File: src/rtl/serializer_pkg.sv
// Shared types and helpers for the parallel-to-serial converter.
package serializer_pkg;

  typedef enum logic {
    IDLE  = 1'b0,
    SHIFT = 1'b1
  } state_t;

  // Bit counter width for an l-bit word; never narrower than one bit.
  function automatic int cnt_width(input int l);
    return (l > 1) ? $clog2(l) : 1;
  endfunction

endpackage

File: src/rtl/serializer.sv
// Parallel-to-serial converter: captures an L-bit word on qstrobe and emits it one bit per clk.
// Bit order is MSB first by default; define SERIALIZER_LSB_FIRST_EN for LSB first.
//
// state | meaning
// IDLE  | no word in flight, qbit=0, qbiten=0
// SHIFT | emitting captured word, qbiten=1, cnt = index of bit on qbit
module serializer
  import serializer_pkg::*;
#(
  parameter int L = 8
) (
  input  logic         clk,
  input  logic         reset,
  input  logic [L-1:0] q,
  input  logic         qstrobe,
  output logic         qbit,
  output logic         qbiten
);

  localparam int            CW   = cnt_width(L);
  localparam logic [CW-1:0] LAST = CW'(L - 1);

  state_t        state, state_nx;
  logic [CW-1:0] cnt, cnt_nx;
  logic [L-1:0]  sh, sh_nx;
  logic          last;
  logic          load;

  always_ff @(posedge clk or negedge reset) begin
    if (!reset) begin
      state <= IDLE;
      cnt   <= '0;
      sh    <= '0;
    end else begin
      state <= state_nx;
      cnt   <= cnt_nx;
      sh    <= sh_nx;
    end
  end

  always_comb begin
    state_nx = state;
    cnt_nx   = cnt;
    sh_nx    = sh;
    last     = (state == SHIFT) && (cnt == LAST);
    load     = qstrobe && ((state == IDLE) || last);

    if (load) begin
      state_nx = SHIFT;
      cnt_nx   = '0;
      sh_nx    = q;
    end else if (state == SHIFT) begin
      if (last) begin
        // Clearing the shifter forces qbit low once the word is done.
        state_nx = IDLE;
        cnt_nx   = '0;
        sh_nx    = '0;
      end else begin
        cnt_nx = cnt + CW'(1);
`ifdef SERIALIZER_LSB_FIRST_EN
        sh_nx  = {1'b0, sh[L-1:1]};
`else
        sh_nx  = {sh[L-2:0], 1'b0};
`endif
      end
    end
  end

`ifdef SERIALIZER_LSB_FIRST_EN
  assign qbit = sh[0];
`else
  assign qbit = sh[L-1];
`endif

  assign qbiten = (state == SHIFT);

endmodule

File: config.mk
export PLATFORM = sky130hd
export DESIGN_NAME = serializer
export DESIGN_NICKNAME = d
export VERILOG_FILES = /design/src/rtl/serializer_pkg.sv /design/src/rtl/serializer.sv
export SDC_FILE = /design/constraint.sdc
export NUM_CORES = 1
export LEC_CHECK = 0
export CAP_MARGIN = 0
export CELL_PAD_IN_SITES_DETAIL_PLACEMENT = 1
export CELL_PAD_IN_SITES_GLOBAL_PLACEMENT = 2
export CORE_AREA = 2 2 49 51
export DETAILED_ROUTE_END_ITERATION = 6
export DIE_AREA = 0 0 51 53
export PLACE_DENSITY = 0.79
export SLEW_MARGIN = 20
export SYNTH_ARGS = -nofsm -noshare
export SYNTH_HDL_FRONTEND = slang
export SYNTH_SLANG_ARGS = --single-unit
File: constraint.sdc
create_clock -name clk -period 1.6 [get_ports clk]
set_input_delay 0.48 -clock clk [delete_from_list [all_inputs] [get_ports clk]]
set_output_delay 0.48 -clock clk [all_outputs]
set_load 0.05 [all_outputs]
==> reports/metrics.cfg <==
[timing]
timing.final.max_slew_violations=0
rsz0062_at_grt=false
fin_worst_skew_ps=0.842
final.setup.tns_ps=0
final-hold-violation-count=0
setup_viol=0
fin_crit_ps=1490
fin_crit_sh=0.928
worst_pin_slew_ps=344
clock.fmax_mhz=673
slew_headroom=0.771

[global_routing]
grt_antenna_before_repair=0
grt.total_usage=0.120
grt_pass1_vias=534
grt_pass1_wl_um=2380
gr-total-overflow=0
grt_max_degree=13

[floorplanning]
die_h_um=53
io_pins=13
dieArea_um2=2700
rows=17
initial_core_util=0.303
die_w_um=51
coreArea_um2=2150

[cts]
cts.clk_slew.worst_paths_ps=80
post_cts_buffers=0
cts.sinks=12
cts_hold_buf=0
tritoncts=built
root_buffer=clkbuf_4
cts_inserted_buffers=3
h-tree-depth=1
clk-insertion-delay-late_ps=270
cts_resized=0
clock_path_buffers=2

[layout]
syn_to_final_growth_pct=31.1
num_antenna_cells=0
final_nets=90
fin_area_um2=855
drive_gt1_frac=0.173
fillCellCount=243
final_cells=103

[place]
gp_congestion=0.650
numPortBuffers=12
dp_hpwl_um=1070
dpl_cell_area_um2=832
placed_cells=100

[critical_path]
worstPathRequired_ps=1120
path_cells=buf_12
arrival_ps=1010
crit_start=qbiten
worstSetupStartpointType=register
cp_max_fo=8
cp_slowest_stage_delay_ps=550
crit_slowest_cell=dfrtp_1
critPathKind=register to output pin
path_buf_inv=1
r2r_slack_ps=150
r2r_start=cnt[0]
crit_family=flip-flops
endpoint_kind=output pin

[power_and_ir_drop]
switching_share=0.348
power.switching_mw=0.437
clock_power_share=0.149
p_per_area_nw_per_um2=1470
combinationalPowerShare=0.453
power_frac_seq=0.398
leakagePower_nw=0.379
ir_worst_vdd_mv=0.573
power.internal_mw=0.819

[outcome]
status=completed

[synth]
postSynthNetCount=72
yosysWarnings=0
synth_area_um2=652
synthDistinctLibCells=17
seq_area_frac_synth=0.461
ys_ff_latch=12
syn-mean-instance-area_um2=11.0
synthCells=59

[route]
final_antenna_net_count=0
wire_per_inst_um=13.8
wirelength_um=1420
vias_per_cell=4.88
drt_iter0_drc=7
dr.pass1.iters=3
drc=0
num_vias=503

[hold_path]
hp-class=input port to asynchronous set/reset pin

[job]
drv_cap=0

-- metal layers --
layer | GRT usage | wire, um
met4 | 0.0676 | 0
met3 | 0.0113 | 31
met2 | 0.190 | 693
met5 | 0 | 0
met1 | 0.159 | 693
-- cell type report --
type	instances	area [um2]	area share
well taps	28	35.0	0.0410
inverters	8	30.0	0.0351
repair buffers	18	185	0.217
multi-input cells	34	282	0.329
clock buffers	3	22.5	0.0264
flip-flops and latches	12	300	0.351
-- placed cells by master, fill, tap and decap left out --
cell,instances
clkbuf_4,3
clkdlybuf4s50_1,10
mux2i_1,8
nand2b_1,2
ha_1,2
nor2_1,1
nand3_1,8
buf_12,2
buf_4,6
o21ai_0,1
o22ai_1,1
dfrtp_1,12
a32o_1,1
nand2_1,1
a2bb2o_4,1
o221ai_1,7
nand2b_4,1
inv_1,8
-- per-stage QoR --
stage / hold slack, ps / utilization / power [mW] / setup slack, ps
after global placement: 480 / 0.387 / 1.07 / -10.9
after CTS: 509 / 0.398 / 1.28 / 86.6
final: 510 / 0.398 / 1.26 / 115
after detailed placement: 494 / 0.387 / 1.09 / -56.6
after global routing: 523 / 0.398 / 1.35 / 65.4
after floorplan: 184 / - / 0.918 / 217
-- state kept, by name, summed over array words and instances (netlist names) --
name / flops
qbiten: 1
cnt: 3
sh: 8
-- synth_stat cells (all sizes together) --
library cell / instances / area, um2
a32o: 1 / 10.0
buf: 5 / 40.0
o221ai: 7 / 61.3
nor2: 1 / 3.75
nand2b: 3 / 26.3
o22ai: 1 / 6.26
nand3: 8 / 40.0
o21ai: 1 / 5.00
nand2: 1 / 3.75
a2bb2o: 1 / 20.0
dfrtp: 12 / 300
mux2i: 8 / 80.1
ha: 2 / 25.0
inv: 8 / 30.0
-- power groups by stage --
stage	logic [mW]	registers (mW)	clock network, mW
after floorplan	0.391	0.528	0
final	0.568	0.501	0.187
after CTS	0.580	0.503	0.196
after global routing	0.630	0.514	0.209
after global placement	0.562	0.507	0
after detailed placement	0.577	0.509	0
-- final timing paths --
kind,to,cells past startpoint
hold reg to reg,cnt[1],1
hold / removal,sh[4],2
setup / recovery,qbiten,1
min in group clk,cnt[1],1
setup reg to reg,cnt[2],4
max in group asynchronous,sh[3],2
-- cells by family after synthesis --
kind of cell,after synthesis,synth area share
buffers and inverters,13,0.107
and+or+nand+nor,13,0.113
DFF,12,0.461
AOI/OAI and AO/OA,11,0.157
muxes,8,0.123
adders and majority gates,2,0.0384
(Power assumes the default switching activity.)
